==> config.mk <==
export PLATFORM = sky130hd
export DESIGN_NAME = if_id_fetch_queue
export DESIGN_NICKNAME = d
export VERILOG_FILES = /design/src/rtl/if_id_fetch_queue.sv
export SDC_FILE = /design/constraint.sdc
export NUM_CORES = 1
export LEC_CHECK = 0
export CAP_MARGIN = 20
export CORE_ASPECT_RATIO = 0.5
export CORE_MARGIN = 2
export CORE_UTILIZATION = 40
export CTS_BUF_LIST = sky130_fd_sc_hd__clkbuf_8
export CTS_CLUSTER_DIAMETER = 40
export DETAILED_ROUTE_END_ITERATION = 10
export HOLD_SLACK_MARGIN = 0.06
export PLACE_DENSITY = 0.59
export SLEW_MARGIN = 20
export SYNTH_ARGS = -nofsm -noshare
export SYNTH_HDL_FRONTEND = slang
export SYNTH_SLANG_ARGS = --single-unit
export TNS_END_PERCENT = 100
==> constraint.sdc <==
create_clock -name clk -period 4.8 [get_ports clk]
set_input_delay 0.96 -clock clk [delete_from_list [all_inputs] [get_ports clk]]
set_output_delay 0.96 -clock clk [all_outputs]
set_load 0.01 [all_outputs]
==> src/rtl/if_id_fetch_queue.sv <==
// Fetch-to-decode decoupling FIFO: show-ahead circular buffer of {PC, instruction}
// pairs with redirect flush. When the queue is empty, decode sees a NOP bubble.
module if_id_fetch_queue #(
  parameter int          DEPTH     = 4,
  parameter logic [31:0] NOP_INSTR = 32'h00000013
) (
  input  logic                       clk,
  input  logic                       reset,
  input  logic                       flush,
  input  logic                       in_valid,
  input  logic [63:0]                pc_in,
  input  logic [31:0]                instr_in,
  output logic                       in_ready,
  input  logic                       out_ready,
  output logic                       out_valid,
  output logic [63:0]                pc_out,
  output logic [31:0]                instr_out,
  output logic [$clog2(DEPTH):0]     count
);

  localparam int PW = $clog2(DEPTH);
  localparam int CW = PW + 1;
  localparam logic [CW-1:0] FULL = CW'(DEPTH);

  typedef struct packed {
    logic [63:0] pc;
    logic [31:0] instr;
  } entry_t;

  entry_t          mem_q [DEPTH];
  logic [PW-1:0]   wr_ptr_q, wr_ptr_d;
  logic [PW-1:0]   rd_ptr_q, rd_ptr_d;
  logic [CW-1:0]   count_q,  count_d;
  logic            push, pop;

  // in_ready depends only on registered occupancy, so a full queue refuses
  // a push even when decode pops in the same cycle.
  assign in_ready  = (count_q != FULL);
  assign out_valid = (count_q != '0);
  assign push      = in_valid & in_ready;
  assign pop       = out_ready & out_valid;
  assign count     = count_q;

  always_comb begin
    pc_out    = 64'd0;
    instr_out = NOP_INSTR;
    if (out_valid) begin
      pc_out    = mem_q[rd_ptr_q].pc;
      instr_out = mem_q[rd_ptr_q].instr;
    end
  end

  always_comb begin
    wr_ptr_d = wr_ptr_q;
    rd_ptr_d = rd_ptr_q;
    count_d  = count_q;
    if (flush) begin
      wr_ptr_d = '0;
      rd_ptr_d = '0;
      count_d  = '0;
    end else begin
      if (push) wr_ptr_d = wr_ptr_q + PW'(1);
      if (pop)  rd_ptr_d = rd_ptr_q + PW'(1);
      case ({push, pop})
        2'b10:   count_d = count_q + CW'(1);
        2'b01:   count_d = count_q - CW'(1);
        default: count_d = count_q;
      endcase
    end
  end

  always_ff @(posedge clk or posedge reset) begin
    if (reset) begin
      wr_ptr_q <= '0;
      rd_ptr_q <= '0;
      count_q  <= '0;
    end else begin
      wr_ptr_q <= wr_ptr_d;
      rd_ptr_q <= rd_ptr_d;
      count_q  <= count_d;
    end
  end

  // Storage is deliberately left out of reset; out_valid masks stale contents.
  always_ff @(posedge clk) begin
    if (push && !flush) begin
      mem_q[wr_ptr_q].pc    <= pc_in;
      mem_q[wr_ptr_q].instr <= instr_in;
    end
  end

endmodule

==> results of run 1 <==
==> final timing paths <==
path / start / endpoint / cells after the start
worst max-delay path: count[0] / pc_out[21] / 6
worst min-delay path: wr_ptr_q[1] / wr_ptr_q[1] / 2
worst max register to register: count[0] / count[2] / 9
worst min register to register: wr_ptr_q[1] / wr_ptr_q[1] / 2
max in group asynchronous: reset / rd_ptr_q[0] / 2
min in group asynchronous: reset / rd_ptr_q[1] / 2
==> through the flow <==
stage | hold WS [ps] | instances | worst slack, ps | power [mW] | instance area [um^2]
6_report | 583 | 1449 | 607 | 7.83 | 18700
5_1_grt | 595 | 1449 | 300 | 8.20 | 18700
4_1_cts | 566 | 1449 | 485 | 7.97 | 18700
3_5_place_dp | 578 | 1351 | 1160 | 5.55 | 17700
3_3_place_gp | 563 | 1351 | 1260 | 5.54 | 17700
2_1_floorplan | 543 | 673 | 563 | 4.82 | 15000
==> registers in the layout, summed over array words and instances (netlist names) <==
| register | cells |
|---|---|
| mem_q | 384 |
| count | 3 |
| rd_ptr_q | 2 |
| wr_ptr_q | 2 |
==> cells in the mapped netlist <==
master	number	area (um^2)
buf_12	1	20.0
buf_4	1	7.51
o221ai_1	1	8.76
nor2_1	10	37.5
and2_1	97	607
a31oi_1	1	6.26
mux4_2	96	2160
nand4b_1	1	8.76
ha_1	4	50.1
fa_1	1	20.0
or3_1	1	6.26
nand2b_1	1	6.26
o21ai_0	3	15.0
a21oi_1	3	15.0
inv_1	4	15.0
mux2_2	1	11.3
edfxtp_1	384	11500
clkbuf_1	18	67.6
xnor2_1	2	17.5
or2_1	4	25.0
nand2_1	6	22.5
xor2_1	2	17.5
nor3_1	2	10.0
buf_2	12	60.1
a41oi_1	1	8.76
dfrtp_1	7	175
nand3_1	4	20.0
or3b_2	2	17.5
buf_6	3	33.8
==> placed cells by master (no fill, tap or decap), drive strengths merged, types with 6 or more instances in the layout <==
master / count
nand2: 6
buf: 18
inv: 26
dfrtp: 7
and2: 97
edfxtp: 384
clkbuf: 57
clkdlybuf4s50: 201
clkinv: 16
nor2: 10
mux4: 96
==> worst max-delay path, cell delays in order, from the launching register on <==
cell             delay (ps)
dfrtp_1                 520
or2_1                   210
nor2_1                   90
inv_2                   620
buf_4                   410
and2_1                  190
clkdlybuf4s50_1         560
==> cell type report <==
class                      count  area, um^2
timing repair buffer         219        2230
fill                        3066       18500
tap                          494         618
clock buffer                  57         785
multi-input combinational    243        3100
sequential                   391       11700
inverter                       4        15.0
clock inverter                41         218
==> cell families (layout without fill, tap and decap cells) <==
group / after synthesis / after routing / share of synthesized area
buffers and inverters: 39 / 321 / 0.0136
multiplexers: 97 / 97 / 0.145
flip-flops: 391 / 391 / 0.780
XOR/XNOR: 4 / 4 / 0.00234
AND/OR/NAND/NOR: 128 / 128 / 0.0507
AO/OA/AOI/OAI: 9 / 9 / 0.00359
adder cells (fa/ha/maj): 5 / 5 / 0.00467
==> per-layer routing <==
layer | up-vias | part of all wire | global-route usage
met3 | 50 | 0.035 | 0.0315
met5 | - | 0 | 0
met2 | 118 | 0.54 | 0.287
li1 | 3221 | - | -
met4 | 0 | 0.015 | 0.0384
met1 | 3803 | 0.41 | 0.193
==> power groups by stage <==
| stage | clock, mW | combinational [mW] | sequential, mW |
|---|---|---|---|
| after floorplan | 0 | 0.818 | 4.00 |
| after global placement | 0 | 1.52 | 4.02 |
| after detailed placement | 0 | 1.52 | 4.03 |
| after CTS | 2.48 | 1.53 | 3.96 |
| after global routing | 2.63 | 1.60 | 3.97 |
| final | 2.40 | 1.49 | 3.95 |
==> metrics, run 1 <==
status completed; # setup viols final 0; Unique masters post-synth 29; Comb power frac 0.190; Synth-to-Final Area Change 24.6%; switch share 0.243; Total Neg Setup Slack 0 ps; Synth Register Bits 391; I/O Buffers 201; CP Capture Type output pin; FMAX 239 MHz; Post-CTS Setup Repair Bufs 0; cells resized by post-CTS repair 0; Psw 1.91 mW; first drt pass iteration count 5; DR iter-0 viols 403; Slew @ Worst Pin 832 ps; crit path kind flop to output pin; Max Root-Sink Buffers 3; largest net degree at the start of global routing 54; Arr. time, crit path 3230 ps; Num CTS Buffers 55; Hold Crit Class flop to flop; Core Rows 50; Final Hold Vio Count 0; DRC Markers 0; first-pass GRT wire length 46300 um; final core utilization 0.503; clk slew on worst S/H paths 70 ps; DR vias 7192; fin nets 1020; synth warn 0; CTS Sinks 391; GPL Wtd Cong 0.736; # IOs 202; CTS tree built; final WL 30400 um; Via density 4.96; final worst-path cycle share 0.873; Die Height 141 um; Mapped Area 15000 um^2; Max-Cap Viols 0; global-route usage over all layers 0.157; Max-Slew Margin vs Limit 0.445; Mapped Nets 779; Post-DRT Antenna Nets 0; Clk Latency, worst-skew pair 590 ps; Critical Path RT 3840 ps; cell-internal power 5.93 mW; peak supply drop 0.156 mV; # diodes 0; worst reg2reg setup slack 2110 ps; clock root buffer master clkbuf_8; syn_area_per_cell 22.3 um^2; clock network power share 0.306; critical path startpoint category flop; Die ar. 39200 um^2; H-tree Lvls 2; Synth Instances 673; minimum clock period 4190 ps; RSZ-0062 raised after global routing no; Sequential Power Share 0.505; leakage power 5.95 nW; worst clock skew 25.4 ps; layout cells sized above 1 0.199; cts hold-fix bufs 0; Initial Util 0.404; Overflow after GRT 0; number of global-route vias before repair 7692; drt wl/cell 20.9 um; Slew Viols, Final 0; Die Wd 278 um; critical-path maximum fanout 46; Detailed Place HPWL 18200 um; PwrDens 419 nW/um^2; CORE AREA 37200 um^2; initial antenna violation count 0; post-synthesis sequential area ratio 0.780
(Power assumes the default switching activity.)
==> inputs of run 2 (changes only) <==
--- a/config.mk
+++ b/config.mk
@@ -14,6 +14,7 @@
 export DETAILED_ROUTE_END_ITERATION = 10
 export HOLD_SLACK_MARGIN = 0.06
 export PLACE_DENSITY = 0.59
+export REMOVE_ABC_BUFFERS = 1
 export SLEW_MARGIN = 20
 export SYNTH_ARGS = -nofsm -noshare
 export SYNTH_HDL_FRONTEND = slang
==> run 2 against run 1 <==
  * Final cell count grew 0.35%
  * Fmax rose by 3.1%
  * Hold slack lost 1.0 ps
  * Count of clock-buffer cells in the layout rose by 1
  * Critical endpoint is now pc_out[39]
  * Sequential power barely moved
  * Largest power group unchanged
==> metrics, run 2 (synthesis gave the netlist of run 1 again) <==
final WL 30500 um; H-tree Lvls 2; critical-path maximum fanout 61; Post-DRT Antenna Nets 0; CP Capture Type output pin; # IOs 202; peak supply drop 0.189 mV; Max-Cap Viols 0; Psw 1.98 mW; Die Wd 278 um; # setup viols final 0; fillers 3051; Clk Latency, worst-skew pair 600 ps; DRC Markers 0; clock root buffer master clkbuf_8; switch share 0.253; status completed; minimum clock period 4070 ps; clk slew on worst S/H paths 60 ps; drt wl/cell 21.0 um; Sequential Power Share 0.505; Max Root-Sink Buffers 3; layout cells sized above 1 0.201; RSZ-0062 raised after global routing no; Slew @ Worst Pin 763 ps; Comb power frac 0.191; global-route usage over all layers 0.156; leakage power 5.92 nW; worst clock skew 17.2 ps; I/O Buffers 201; Initial Util 0.404; Slew Viols, Final 0; first drt pass iteration count 5; PwrDens 420 nW/um^2; pre-CTS setup slack 1310 ps; total power 7.85 mW; Via density 4.91; CTS Sinks 391; final worst-path cycle share 0.847; Die ar. 39200 um^2; Num CTS Buffers 57; GPL Wtd Cong 0.727; most frequent cells in the layout 384 x edfxtp_1, 201 x clkdlybuf4s50_1, 96 x mux4_2; DR vias 7145; CTS tree built; cts hold-fix bufs 0; Die Height 141 um; number of global-route vias before repair 7658; crit path kind flop to output pin; commonest non-fill, non-tap cell in the layout edfxtp_1; Final Hold Vio Count 0; PnR worst setup slack 733 ps; initial antenna violation count 1; FMAX 246 MHz; Core Rows 50; Overflow after GRT 0; CORE AREA 37200 um^2; clock network power share 0.304; cell-internal power 5.87 mW; DR iter-0 viols 412; worst reg2reg setup slack 1890 ps; Largest register FFs 384; Synth-to-Final Area Change 24.4%; cells resized by post-CTS repair 0; Detailed Place HPWL 17700 um; hold_ws 582 ps; Critical Path RT 3840 ps; largest net degree at the start of global routing 97; Top reg by flops mem_q; first-pass GRT wire length 46400 um; fin nets 1019; critical path startpoint category flop; Arr. time, crit path 3110 ps; Hold Crit Class flop to flop; Post-CTS Setup Repair Bufs 0; Max-Slew Margin vs Limit 0.492
[run 2: final timing paths]
check	from	to	depth (start not counted)
max in group asynchronous	reset	rd_ptr_q[0]	2
max reg2reg	count[0]	count[1]	9
min in group asynchronous	reset	count[2]	2
min reg2reg	wr_ptr_q[1]	wr_ptr_q[1]	2
min	wr_ptr_q[1]	wr_ptr_q[1]	2
max	count[0]	pc_out[39]	6
[run 2: metrics by stage]
step / cell area, um^2 / TNS [ps] / std cells / util
after global placement: 17700 / 0 / 1348 / 0.475
after CTS: 18700 / 0 / 1453 / 0.502
final: 18700 / 0 / 1454 / 0.502
after global routing: 18700 / 0 / 1454 / 0.502
after floorplan: 14800 / -76100 / 638 / -
after detailed placement: 17700 / 0 / 1348 / 0.475
[run 2: worst max-delay path: stages (launching register included)]
cell	delay, ps
dfrtp_1	510
or2_1	230
nor2_1	110
inv_2	520
buf_12	340
and2_1	170
clkdlybuf4s50_1	590
[run 2: final cells by class]
cell class | count | area (um^2) | area share
multi-input cells | 243 | 3100 | 0.166
flip-flops and latches | 391 | 11700 | 0.627
inverters | 4 | 15.0 | 0.000804
repair buffers | 216 | 2210 | 0.118
diodes | 1 | 2.50 | 0.000134
clock buffers | 58 | 798 | 0.0428
well taps | 494 | 618 | 0.0331
clock inverters | 47 | 208 | 0.0111
[run 2: power groups by stage]
stage	Combinational (mW)	Sequential [mW]	Clock, mW
floorplan	0.727	4.09	0
global placement	1.53	4.03	0
detailed placement	1.54	4.04	0
CTS	1.55	3.97	2.46
global route	1.61	3.98	2.62
finish	1.50	3.96	2.39
[run 2: metal layers]
metal / wire, um / global-route usage / vias up
met1: 12500 / 0.195 / 3750
met4: 603 / 0.0447 / 0
li1: - / - / 3229
met3: 1200 / 0.0345 / 46
met2: 16300 / 0.276 / 120
met5: 0 / 0 / -
